### src/rtl/muldiv_sequencer.sv
// -----------------------------------------------------------------------------
// muldiv_sequencer
// Multi-cycle multiply/divide unit owning the HI/LO register pair of a
// single-cycle MIPS datapath. MULTU/DIVU run one bit per clock (shift-add
// multiply, restoring divide) in working registers kept apart from the
// committed HI/LO, so HI/LO only ever change all at once. MTHI/MTLO write the
// committed registers directly from IDLE. A combinational stall freezes the
// datapath while a HI/LO consumer or a new mul/div has to wait.
//
// Optional build macro: MULDIV_SIGNED_EN
//   defined   : adds i_signed_op (MULT/DIV), magnitude conversion at start and a
//               FIX state that applies result signs; latency WIDTH+1 for all ops.
//   undefined : unsigned only, latency WIDTH.
//
// Ports
//   i_clk        in   1      clock, rising edge
//   i_reset      in   1      asynchronous active-high reset, clears all state
//   i_start      in   1      request, qualified by i_op, sampled only in IDLE
//   i_op         in   2      00 MULTU, 01 DIVU, 10 MTLO, 11 MTHI
//   i_opa        in   WIDTH  multiplicand / dividend / MTxx data
//   i_opb        in   WIDTH  multiplier / divisor
//   i_signed_op  in   1      (MULDIV_SIGNED_EN only) signed MULT/DIV
//   i_hilo_rd    in   1      datapath executes MFHI/MFLO this cycle
//   i_flush      in   1      synchronous abort of an in-flight operation
//   o_hi         out  WIDTH  committed HI
//   o_lo         out  WIDTH  committed LO
//   o_busy       out  1      operation in flight
//   o_done       out  1      one-cycle completion pulse
//   o_stall      out  1      freeze datapath PC/writeback this cycle
// -----------------------------------------------------------------------------
module muldiv_sequencer #(
    parameter int WIDTH = 32
) (
    input  logic             i_clk,
    input  logic             i_reset,
    input  logic             i_start,
    input  logic [1:0]       i_op,
    input  logic [WIDTH-1:0] i_opa,
    input  logic [WIDTH-1:0] i_opb,
`ifdef MULDIV_SIGNED_EN
    input  logic             i_signed_op,
`endif
    input  logic             i_hilo_rd,
    input  logic             i_flush,
    output logic [WIDTH-1:0] o_hi,
    output logic [WIDTH-1:0] o_lo,
    output logic             o_busy,
    output logic             o_done,
    output logic             o_stall
);

    localparam int CW = (WIDTH > 1) ? $clog2(WIDTH) : 1;
    localparam logic [CW-1:0] CNT_LAST = CW'(WIDTH - 1);
    localparam logic [CW-1:0] CNT_ONE  = CW'(1);

    localparam logic [1:0] OP_MULTU = 2'b00;
    localparam logic [1:0] OP_DIVU  = 2'b01;
    localparam logic [1:0] OP_MTLO  = 2'b10;
    localparam logic [1:0] OP_MTHI  = 2'b11;

    typedef enum logic [2:0] {
        S_IDLE = 3'd0,
        S_MUL  = 3'd1,
        S_DIV  = 3'd2,
        S_DONE = 3'd3
`ifdef MULDIV_SIGNED_EN
        , S_FIX = 3'd4
`endif
    } state_t;

    state_t             r_state;
    state_t             w_state_nxt;
    logic [CW-1:0]      r_cnt;
    logic [2*WIDTH-1:0] r_acc;     // MUL: product/multiplier; DIV: low half = dividend/quotient
    logic [WIDTH:0]     r_rem;     // DIV partial remainder
    logic [WIDTH-1:0]   r_opb;     // multiplicand (MUL) or divisor (DIV)
    logic [WIDTH-1:0]   r_hi;
    logic [WIDTH-1:0]   r_lo;
    logic               r_busy;
    logic               r_done;

    logic               w_accept;
    logic               w_last;
    logic               w_load;
    logic [WIDTH:0]     w_mul_sum;
    logic [2*WIDTH-1:0] w_mul_acc_nxt;
    logic [WIDTH:0]     w_div_shift;
    logic               w_div_ge;
    logic [WIDTH:0]     w_div_rem_nxt;
    logic [WIDTH-1:0]   w_div_q_nxt;
    logic [WIDTH-1:0]   w_opa_mag;
    logic [WIDTH-1:0]   w_opb_mag;

    // A request is only taken in IDLE, and a concurrent flush suppresses it.
    assign w_accept = i_start & ~i_flush & (r_state == S_IDLE);
    assign w_load   = w_accept & ((i_op == OP_MULTU) | (i_op == OP_DIVU));
    assign w_last   = (r_cnt == CNT_LAST);

`ifdef MULDIV_SIGNED_EN
    logic r_neg_q;   // product / quotient must be negated
    logic r_neg_r;   // remainder must be negated (dividend was negative)
    logic r_is_div;

    assign w_opa_mag = (i_signed_op & i_opa[WIDTH-1]) ? (~i_opa + {{(WIDTH-1){1'b0}}, 1'b1}) : i_opa;
    assign w_opb_mag = (i_signed_op & i_opb[WIDTH-1]) ? (~i_opb + {{(WIDTH-1){1'b0}}, 1'b1}) : i_opb;
`else
    assign w_opa_mag = i_opa;
    assign w_opb_mag = i_opb;
`endif

    // Shift-add step: the low half starts as one operand and is scanned LSB
    // first; the carry of the upper-half add re-enters at the top on the shift.
    assign w_mul_sum     = {1'b0, r_acc[2*WIDTH-1:WIDTH]}
                         + (r_acc[0] ? {1'b0, r_opb} : {(WIDTH+1){1'b0}});
    assign w_mul_acc_nxt = {w_mul_sum, r_acc[WIDTH-1:1]};

    // Restoring step. A set top remainder bit (only reachable when dividing by
    // zero) means the partial remainder already exceeds any divisor.
    assign w_div_shift   = {r_rem[WIDTH-1:0], r_acc[WIDTH-1]};
    assign w_div_ge      = r_rem[WIDTH] | (w_div_shift >= {1'b0, r_opb});
    assign w_div_rem_nxt = w_div_ge ? (w_div_shift - {1'b0, r_opb}) : w_div_shift;
    assign w_div_q_nxt   = {r_acc[WIDTH-2:0], w_div_ge};

    // Next-state decode.
    always_comb begin
        w_state_nxt = r_state;
        case (r_state)
            S_IDLE: begin
                if (w_accept && (i_op == OP_MULTU)) begin
                    w_state_nxt = S_MUL;
                end else if (w_accept && (i_op == OP_DIVU)) begin
                    w_state_nxt = S_DIV;
                end else begin
                    w_state_nxt = S_IDLE;
                end
            end
            S_MUL, S_DIV: begin
                if (i_flush) begin
                    w_state_nxt = S_IDLE;
                end else if (w_last) begin
`ifdef MULDIV_SIGNED_EN
                    w_state_nxt = S_FIX;
`else
                    w_state_nxt = S_DONE;
`endif
                end else begin
                    w_state_nxt = r_state;
                end
            end
`ifdef MULDIV_SIGNED_EN
            S_FIX: begin
                if (i_flush) begin
                    w_state_nxt = S_IDLE;
                end else begin
                    w_state_nxt = S_DONE;
                end
            end
`endif
            S_DONE:  w_state_nxt = S_IDLE;
            default: w_state_nxt = S_IDLE;
        endcase
    end

    // State register.
    always_ff @(posedge i_clk or posedge i_reset) begin
        if (i_reset) begin
            r_state <= S_IDLE;
        end else begin
            r_state <= w_state_nxt;
        end
    end

    // Registered busy/done flags, derived from the state being entered.
    always_ff @(posedge i_clk or posedge i_reset) begin
        if (i_reset) begin
            r_busy <= 1'b0;
            r_done <= 1'b0;
        end else begin
            r_busy <= (w_state_nxt == S_MUL) | (w_state_nxt == S_DIV)
`ifdef MULDIV_SIGNED_EN
                    | (w_state_nxt == S_FIX)
`endif
                    ;
            r_done <= (w_state_nxt == S_DONE);
        end
    end

    // Iteration counter and working registers.
    always_ff @(posedge i_clk or posedge i_reset) begin
        if (i_reset) begin
            r_cnt <= {CW{1'b0}};
            r_acc <= {(2*WIDTH){1'b0}};
            r_rem <= {(WIDTH+1){1'b0}};
            r_opb <= {WIDTH{1'b0}};
        end else if (w_load) begin
            r_cnt <= {CW{1'b0}};
            r_acc <= {{WIDTH{1'b0}}, w_opa_mag};
            r_rem <= {(WIDTH+1){1'b0}};
            r_opb <= w_opb_mag;
        end else if ((r_state == S_MUL) && !i_flush) begin
            r_acc <= w_mul_acc_nxt;
            r_cnt <= w_last ? r_cnt : (r_cnt + CNT_ONE);
        end else if ((r_state == S_DIV) && !i_flush) begin
            r_acc <= {r_acc[2*WIDTH-1:WIDTH], w_div_q_nxt};
            r_rem <= w_div_rem_nxt;
            r_cnt <= w_last ? r_cnt : (r_cnt + CNT_ONE);
        end
    end

`ifdef MULDIV_SIGNED_EN
    // Sign bookkeeping captured with the operands.
    always_ff @(posedge i_clk or posedge i_reset) begin
        if (i_reset) begin
            r_neg_q  <= 1'b0;
            r_neg_r  <= 1'b0;
            r_is_div <= 1'b0;
        end else if (w_load) begin
            r_neg_q  <= i_signed_op & (i_opa[WIDTH-1] ^ i_opb[WIDTH-1]);
            r_neg_r  <= i_signed_op & i_opa[WIDTH-1];
            r_is_div <= (i_op == OP_DIVU);
        end
    end
`endif

    // Committed HI/LO: MTxx writes from IDLE, whole-result commit at completion.
    always_ff @(posedge i_clk or posedge i_reset) begin
        if (i_reset) begin
            r_hi <= {WIDTH{1'b0}};
            r_lo <= {WIDTH{1'b0}};
        end else if (w_accept && (i_op == OP_MTLO)) begin
            r_lo <= i_opa;
        end else if (w_accept && (i_op == OP_MTHI)) begin
            r_hi <= i_opa;
`ifdef MULDIV_SIGNED_EN
        end else if ((r_state == S_FIX) && !i_flush) begin
            if (r_is_div) begin
                r_lo <= r_neg_q ? (~r_acc[WIDTH-1:0] + {{(WIDTH-1){1'b0}}, 1'b1}) : r_acc[WIDTH-1:0];
                r_hi <= r_neg_r ? (~r_rem[WIDTH-1:0] + {{(WIDTH-1){1'b0}}, 1'b1}) : r_rem[WIDTH-1:0];
            end else begin
                {r_hi, r_lo} <= r_neg_q ? (~r_acc + {{(2*WIDTH-1){1'b0}}, 1'b1}) : r_acc;
            end
`else
        end else if ((r_state == S_MUL) && !i_flush && w_last) begin
            {r_hi, r_lo} <= w_mul_acc_nxt;
        end else if ((r_state == S_DIV) && !i_flush && w_last) begin
            r_lo <= w_div_q_nxt;
            r_hi <= w_div_rem_nxt[WIDTH-1:0];
`endif
        end
    end

    assign o_hi    = r_hi;
    assign o_lo    = r_lo;
    assign o_busy  = r_busy;
    assign o_done  = r_done;
    // Stall is combinational so the requesting instruction is held in the same cycle.
    assign o_stall = r_busy & (i_hilo_rd | i_start);

endmodule

### config.mk
export PLATFORM = sky130hd
export DESIGN_NAME = muldiv_sequencer
export DESIGN_NICKNAME = d
export VERILOG_FILES = /design/src/rtl/muldiv_sequencer.sv
export SDC_FILE = /design/constraint.sdc
export NUM_CORES = 1
export LEC_CHECK = 0
export ABC_AREA = 1
export CORE_ASPECT_RATIO = 0.75
export CORE_MARGIN = 2
export CORE_UTILIZATION = 44
export DETAILED_ROUTE_END_ITERATION = 8
export DONT_BUFFER_PORTS = 1
export GPL_TIMING_DRIVEN = 0
export SLEW_MARGIN = 20
export SYNTH_ARGS = -nofsm -noshare
export SYNTH_HDL_FRONTEND = slang
export SYNTH_SLANG_ARGS = --single-unit
### constraint.sdc
create_clock -name i_clk -period 11.5 [get_ports i_clk]
set_input_delay 2.875 -clock i_clk [delete_from_list [all_inputs] [get_ports i_clk]]
set_output_delay 2.875 -clock i_clk [all_outputs]
set_load 0.02 [all_outputs]
==> run summary, run 1 <==
Cell area after synthesis: 15200 sq um
Vias in the first global route: 14.0k
Crit path buffers/inverters: 0
Total global-route track usage: 31.4%
Critical path depth: 1
Synth Instances: 2301
DP Wirelength: 46.0 mm
Max FO, Critical Path: 2
Primary FF master, synth: dfrtp_1
Rows: 58
Post-synthesis mux area share: 0%
CP max stage delay: 0.24 ns
Slew HR: 40.1%
First-pass GRT wire length: 85.1 mm
FF+latch area: 5080 sq um
Cts bufs inserted: 25
Power Dens Cells: 182 nW/um^2
Post-synthesis compound-gate area fraction: 17.7%
Post-synthesis sequential area ratio: 33.4%
CP Class: in -> out
Max-cap violations: 0
Internal: 1.71 mW
CTS tree: done
Die X: 219 um
Initial antenna violation count: 2
# port buffers: 0
Final critical-path required period: 6.00 ns
Worst IR Drop VDD: 129 uV
Worst endpoint data arrival time: 3.12 ns
Clk_lat worst skew: 0.57 ns
Post-route ant nets: 0
Final-layout fill cell count: 3558
# hold bufs at CTS: 0
Avg WL per Cell: 20.3 um
Final core utilization: 49.3%
Net Switching: 1.32 mW
Vias: 15.3k
Post-synthesis cell type count: 49
Simple-Gate Fraction of Synth Area: 28.7%
CP Launch Type: input port
Clk root buf: clkbuf_16
Synth Area in Adders: 5.70%
# IOs: 138
Fin Setup TNS: 0 ns
Final count of pins violating max slew: 0
Status: finished, final reports clean
Ys Warns: 0
Mapped Nets: 2440
Post-Synth XOR/XNOR Area: 1.73%
Flop pwr share: 36.4%
Synth area leaders: dfrtp_1 33%, nand2_1 17%, inv_1 9.8%, a21oi_1 5.6%, ha_1 5.4%
Endpoint class of the critical path: primary output
Vias per cell: 5.47
Multi-input gate area: 8180 sq um
Die height: 165 um
CTS resizes: 0
Reg2reg path depth: 20
Final net count: 2469
Largest family of logic cells by synthesized area: simple AND/OR/NAND/NOR gates
Fin crit share: 52.1%
Clock transition at path regs: 0.06 ns
Largest net degree at the start of global routing: 83
First-pass iteration count of the detailed router: 5
Syn Area/Cell: 6.61 sq um
Setup bufs post-CTS: 0
RD Place Congestion: 0.940
# clock sinks: 203
Fin Clk Skew: 0.0457 ns
Starting Density: 45.0%
Htree depth: 1
Area grow syn2layout: 9.54%
Maximum root-to-sink buffer count: 3
CP required: 8.63 ns
Switch share: 43.5%
Peak Freq: 167 MHz
RSZ-0062 raised after global routing: no
Initial DRC count: 1698
Worst Hold Path Cells: 1
Setup violators final: 0
DR DRC count: 0
Lkg Pwr: 9.34 nW
Async SR Flop Fraction: 100%
Clock share of power: 26.9%
Worst hold path type: reg -> reg
Layout cells sized above 1: 5.75%
Total Wirelength: 56.8 mm
Synth top area share: 33.4%
Worst Tran Pin Value: 0.898 ns
Family with the most delay on the worst path: compound AO/OA/AOI/OAI gates
Die area: 36100 sq um
Post-synth EDFFs: 0
Hold Fails Final Rpt: 0
Core Area: 33700 sq um
Critical path, cell by cell: o21a_1
Slowest stage cell on the critical path: o21a_1
Share of power burned in combinational logic: 36.7%
Grt total ovfl: 0
Dominant cell type by area after synthesis: dfrtp_1
Register bit total from synthesis: 203
## cell type report
class,instances,area share (%)
buffer,85,2.40
tap,450,3.38
multi-input combinational,1603,49.1
sequential,203,30.5
timing repair buffer,2,0.331
antenna,1,0.0150
clock buffer,36,4.31
clock inverter,9,0.631
inverter,410,9.30
## Yosys cell counts, types with 11 or more instances
| cell | count |
|---|---|
| a21o_1 | 38 |
| a21oi_1 | 169 |
| a22o_1 | 19 |
| buf_1 | 12 |
| buf_2 | 21 |
| clkbuf_1 | 46 |
| dfrtp_1 | 203 |
| ha_1 | 66 |
| inv_1 | 398 |
| inv_2 | 11 |
| nand2_1 | 683 |
| nand2_2 | 27 |
| nand3_1 | 138 |
| nor2_1 | 143 |
| nor3_1 | 11 |
| o21ai_0 | 148 |
| o22a_1 | 29 |
| o22ai_1 | 30 |
| xor2_1 | 25 |
## through the flow
| step | worst slack [ns] | area (sq um) | power, mW | instances | hold slack [ns] |
|---|---|---|---|---|---|
| floorplan | 3.09 | 15200 | 1.84 | 2301 | 0.445 |
| global placement | 0.377 | 15800 | 2.19 | 2751 | 0.468 |
| detailed placement | 5.51 | 15800 | 2.20 | 2753 | 0.470 |
| CTS | 5.51 | 16600 | 3.01 | 2798 | 0.481 |
| global route | 5.50 | 16600 | 3.20 | 2799 | 0.513 |
| finish | 5.50 | 16600 | 3.03 | 2799 | 0.480 |
## cells by family after synthesis
group | count (synthesis)
buf+inv | 495
other cells | 1
xor+xnor | 30
flops | 203
fa+ha+maj | 68
compound gates | 460
simple gates | 1044
## power by group through the flow
stage | Clock [mW] | Sequential, mW | Combinational (mW)
detailed placement | 0 | 1.11 | 1.09
CTS | 0.824 | 1.10 | 1.09
floorplan | 0 | 1.05 | 0.784
finish | 0.817 | 1.10 | 1.11
global route | 0.848 | 1.12 | 1.24
global placement | 0 | 1.11 | 1.08
## registers in the layout, indices dropped and copies added, names as in the netlist
register and flops:
r_rem 33, o_hi 32, o_done 1, r_cnt 5
o_busy 1, r_acc 64, o_lo 32, r_state 3
r_opb 32
## path summary, 6_finish.rpt
check	from	slack, ns	to
worst max-delay path	i_start	5.50	o_stall
worst min-delay path	r_cnt[2]	0.48	r_cnt[2]
worst max register to register	r_acc[0]	7.87	o_hi[23]
worst min register to register	r_cnt[2]	0.48	r_cnt[2]
max in group asynchronous	i_reset	8.15	r_rem[27]
min in group asynchronous	i_reset	2.15	o_lo[13]
## per-layer routing
metal  vias to the layer above  global-route usage (%)  share of wire, %
li1                       7359                       -                 -
met1                      7171                    48.9                49
met2                       679                    42.5                39
met3                        90                    6.74               9.1
met4                         2                    9.40               3.2
met5                         -                       0             0.028
## layout by cell type, fill, tap and decap left out, types with 4 or more instances in the layout
master	count
o21ai_0	148
a21o_1	38
nand4_1	7
inv_2	11
clkbuf_16	25
inv_1	397
and2_1	8
clkbuf_1	52
buf_2	21
ha_1	66
nor2_1	143
a21oi_2	6
nand2_1	683
a22o_1	19
nand3_1	138
nor2_2	8
buf_1	12
clkbuf_8	5
nand2_2	27
o22a_1	29
o21bai_1	4
nor2_4	4
dfrtp_1	203
a21oi_1	169
o211ai_1	4
o22ai_1	30
xor2_1	25
nor3_1	11
nand3b_1	5
xnor2_1	5
clkinv_2	4
Note: power is estimated with default switching activity, not from simulation.
==> run 2: changes to the inputs <==
==> constraint.sdc (replaced) <==
create_clock -name i_clk -period 5.4 [get_ports i_clk]
set_input_delay 1.35 -clock i_clk [delete_from_list [all_inputs] [get_ports i_clk]]
set_output_delay 1.35 -clock i_clk [all_outputs]
set_load 0.02 [all_outputs]
==> run summary, run 2 (synthesized netlist as in run 1, its figures left out) <==
Slew HR: 47.7%
Worst hold path type: reg -> reg
Peak Freq: 282 MHz
CTS tree: done
Status: finished, final reports clean
Initial antenna violation count: 0
Post-route ant nets: 0
First-pass GRT wire length: 84.2 mm
Setup bufs post-CTS: 0
Final-layout fill cell count: 3570
Die X: 219 um
CTS resizes: 0
Most flops, register: r_acc
Setup violators final: 0
Max FO, Critical Path: 10
Clock transition at path regs: 0.06 ns
Fin crit share: 65.6%
Total global-route track usage: 31.0%
Crit. Startpoint: r_acc[0]
Core Area: 33700 sq um
Worst IR Drop VDD: 245 uV
Commonest non-fill, non-tap cell in the layout: nand2_1
Final net count: 2473
Max-cap violations: 0
Layout cells sized above 1: 6.00%
RSZ-0062 raised after global routing: no
Total design power: 6.60 mW
Vias in the first global route: 13.9k
Power Dens Cells: 393 nW/um^2
Fin Clk Skew: 0.0168 ns
Endpoint class of the critical path: flip-flop
Area grow syn2layout: 10.6%
DR DRC count: 0
Worst endpoint data arrival time: 4.01 ns
Die area: 36100 sq um
Largest registers: r_acc: 64 flops, r_rem: 33 flops
Final critical-path required period: 3.54 ns
Antenna diode count: 0
Final count of pins violating max slew: 0
RD Place Congestion: 0.947
Hold Fails Final Rpt: 0
Starting Density: 45.0%
Htree depth: 1
Maximum root-to-sink buffer count: 3
Die height: 165 um
Vias: 15.3k
Lkg Pwr: 9.42 nW
# clock sinks: 203
Vias per cell: 5.46
# IOs: 138
Grt total ovfl: 0
Total Wirelength: 55.7 mm
Fin Setup TNS: 0 ns
Worst Tran Pin Value: 0.785 ns
Rows: 58
DP Wirelength: 45.6 mm
Avg WL per Cell: 19.9 um
First-pass iteration count of the detailed router: 6
Most frequent cells in the layout: 683 x nand2_1, 397 x inv_1, 203 x dfrtp_1
R2R Path Start: r_acc[0]
Worst Min Path Start: r_acc[49]
# hold bufs at CTS: 0
# port buffers: 0
CP required: 5.87 ns
Cts bufs inserted: 24
Max FFs per register: 64
CP Class: reg -> reg
Clk root buf: clkbuf_16
CP Launch Type: flip-flop
Initial DRC count: 1706
Largest net degree at the start of global routing: 32
Clk_lat worst skew: 0.55 ns
-- run 2: changes by cell type in the layout (fill, tap and decap cells not counted), sizes merged --
cell,change
buf,+5
bufinv,+4
clkbuf,-7
clkinvlp,+1
diode,-1
inv,-2
-- run 2: area by class of cell --
class	count	area, sq um	area share, %
multi-input cells	1603	8180	48.6
flip-flops and latches	203	5080	30.2
inverters	410	1550	9.19
clock buffers	29	671	3.99
well taps	450	563	3.35
plain buffers	85	400	2.38
clock inverters	12	223	1.32
repair buffers	7	155	0.923
-- run 2: path summary, 6_finish.rpt --
| path | depth (start not counted) | endpoint | slack (ns) |
|---|---|---|---|
| max | 20 | o_hi[23] | 1.86 |
| min | 1 | r_acc[49] | 0.49 |
| max reg2reg | 20 | o_hi[23] | 1.86 |
| min reg2reg | 1 | r_acc[49] | 0.49 |
| max in group asynchronous | 5 | r_acc[24] | 3.48 |
| min in group asynchronous | 1 | r_acc[61] | 0.76 |
-- run 2: critical path, stage by stage, from the launching register on --
cell      delay, ns
dfrtp_1        0.32
clkbuf_1       0.33
clkbuf_1       0.42
nand2_1        0.10
inv_1          0.07
ha_1           0.16
inv_1          0.06
fa_1           0.43
inv_1          0.14
nand3_1        0.08
nand3_1        0.20
nand2_1        0.08
nand2_1        0.15
nand2_1        0.12
nand3_1        0.17
nand2_1        0.09
nand3_1        0.13
nand2_1        0.07
inv_1          0.08
nand2_1        0.12
a21oi_1        0.14
-- run 2: layer usage --
layer	global-route usage [%]	wire (um)	up-vias
met1	49.0	26800	7132
met3	5.62	5320	93
met2	41.5	21800	695
li1	-	-	7350
met4	9.62	1840	0
met5	0	0	-
-- run 2: power breakdown --
group          internal (mW)  total (mW)  switching (mW)
combinational          0.781        2.36            1.58
sequential              1.85        2.35           0.498
clock                   1.17        1.89           0.722
total                   3.80        6.60            2.80
-- run 2: through the flow --
step                hold WS [ns]  std cells  utilization, %  setup WS [ns]  area, sq um
detailed placement         0.476       2758            47.2           1.88        15900
global placement           0.468       2751            46.7        0.00666        15800
finish                     0.493       2799            49.8           1.86        16800
CTS                        0.490       2799            49.8           1.91        16800
global route               0.517       2799            49.8           1.58        16800
floorplan                  0.445       2301               -           1.42        15200
==> run 3: changes to the inputs <==
==> constraint.sdc (replaced) <==
create_clock -name i_clk -period 3.42 [get_ports i_clk]
set_input_delay 0.855 -clock i_clk [delete_from_list [all_inputs] [get_ports i_clk]]
set_output_delay 0.855 -clock i_clk [all_outputs]
set_load 0.02 [all_outputs]
==> run summary, run 3 (synthesized netlist as in run 1, its figures left out) <==
Fin Setup TNS: 0 ns
Total Wirelength: 55.8 mm
Lkg Pwr: 9.42 nW
Status: finished, final reports clean
Crit path buffers/inverters: 4
Vias: 15.3k
Final net count: 2472
Hold Fails Final Rpt: 0
Initial antenna violation count: 0
Worst hold path type: in -> async
Slowest stage cell on the critical path: dfrtp_2
Clock transition at path regs: 0.06 ns
Die height: 165 um
Critical path, cell by cell: clkbuf_1 > nand2_1 > inv_1 > ha_1 > nand2_1 > inv_1 > a21oi_1 > o21bai_1 > a21oi_1 > nand3_1 > nand3_1 > nand2_1 > inv_1 > nand2_1 > nand2_1 > nand2_1
Worst IR Drop VDD: 389 uV
Initial DRC count: 1695
CP dominant cell by count: nand2_1
CP required: 3.86 ns
Area grow syn2layout: 10.6%
# IOs: 138
RD Place Congestion: 0.947
Starting Density: 45.0%
CP Class: reg -> reg
Final critical-path required period: 3.18 ns
Rows: 58
Max-cap violations: 0
Maximum root-to-sink buffer count: 3
Final core utilization: 49.8%
Vias in the first global route: 13.9k
Final count of pins violating max slew: 0
Worst Tran Pin Value: 0.759 ns
Total global-route track usage: 31.0%
Core Area: 33700 sq um
Max FO, Critical Path: 10
Antenna diode count: 0
CP Launch Type: flip-flop
First-pass GRT wire length: 84.2 mm
# clock sinks: 203
Commonest non-fill, non-tap cell in the layout: nand2_1
Largest registers: r_acc: 64 flops, r_rem: 33 flops
Critical path depth: 16
Largest net degree at the start of global routing: 32
Fin crit share: 92.8%
Reg2reg end: o_hi[28]
Setup violators final: 0
Htree depth: 1
Cts bufs inserted: 24
RSZ-0062 raised after global routing: no
# hold bufs at CTS: 0
Reg2reg path depth: 16
CP max stage delay: 0.45 ns
Post-route ant nets: 0
Power Dens Cells: 620 nW/um^2
Slew HR: 49.2%
Grt total ovfl: 0
Vias per cell: 5.46
# port buffers: 0
Peak Freq: 315 MHz
Max FFs per register: 64
First-pass iteration count of the detailed router: 6
Worst endpoint data arrival time: 3.62 ns
Clk root buf: clkbuf_16
DP Wirelength: 45.6 mm
Avg WL per Cell: 19.9 um
Most flops, register: r_acc
Endpoint class of the critical path: flip-flop
R2R Path Start: r_acc[0]
Most frequent cells in the layout: 683 x nand2_1, 397 x inv_1, 202 x dfrtp_1
Crit. Startpoint: r_acc[0]
Die X: 219 um
End of the critical path: o_hi[28]
Family with the most delay on the worst path: simple AND/OR/NAND/NOR gates
DR DRC count: 0
Fin Clk Skew: 0.0126 ns
R2r setup slk: 0.24 ns
Clk_lat worst skew: 0.55 ns
CTS tree: done
Layout cells sized above 1: 6.09%
Die area: 36100 sq um
## run 3: worst min-delay path by stage
stage                     startpoint  slack, ns        end
after global placement     r_acc[49]       0.47  r_acc[49]
after CTS                    i_reset       0.27  r_acc[61]
after floorplan             r_cnt[2]       0.44   r_cnt[2]
after global routing         i_reset       0.30  r_acc[61]
final                        i_reset       0.27  r_acc[61]
after detailed placement    r_cnt[4]       0.48   r_cnt[4]
## run 3: layer usage
metal	track usage [%]	vias to the layer above	wire length, um
li1	-	7346	-
met1	49.0	7156	27000
met2	41.5	691	21800
met3	5.62	91	5160
met4	9.62	0	1820
met5	0	-	0
## run 3: area by class of cell
type	count	area [sq um]
Sequential cell	203	5080
Inverter	410	1550
Tap cell	450	563
Clock inverter	12	223
Buffer	84	398
Clock buffer	29	671
Multi-Input combinational cell	1603	8180
Timing Repair Buffer	7	155
Fill cell	3571	16900
## run 3: worst reg2reg max path: stages, from the launching register on
cell      delay, ns
dfrtp_2        0.45
clkbuf_1       0.36
nand2_1        0.10
inv_1          0.09
ha_1           0.28
nand2_1        0.18
inv_1          0.06
a21oi_1        0.40
o21bai_1       0.16
a21oi_1        0.33
nand3_1        0.18
nand3_1        0.12
nand2_1        0.05
inv_1          0.05
nand2_1        0.13
nand2_1        0.10
nand2_1        0.04
## run 3: power breakdown
group          total (mW)  switching [mW]  internal (mW)
sequential           3.73           0.799           2.93
clock                2.98            1.14           1.85
combinational        3.71            2.48           1.23
total                10.4            4.42           6.01
## run 3: repair_timing
item / in CTS / in global routing
setup buffers: 0 / 0
endpoints found under the setup margin: 1 / 6
gates resized for setup: 1 / 2
## run 3: per-stage QoR
stage	hold slack, ns	cell area, sq um	total power, mW	setup slack (ns)	std cells
4_1_cts	0.269	16800	10.4	0.0687	2799
6_report	0.265	16800	10.4	0.245	2798
3_3_place_gp	0.468	15800	7.30	-1.48	2751
2_1_floorplan	0.445	15200	6.18	-0.0653	2301
5_1_grt	0.301	16800	11.0	0.0210	2798
3_5_place_dp	0.476	15900	7.37	-0.0514	2758
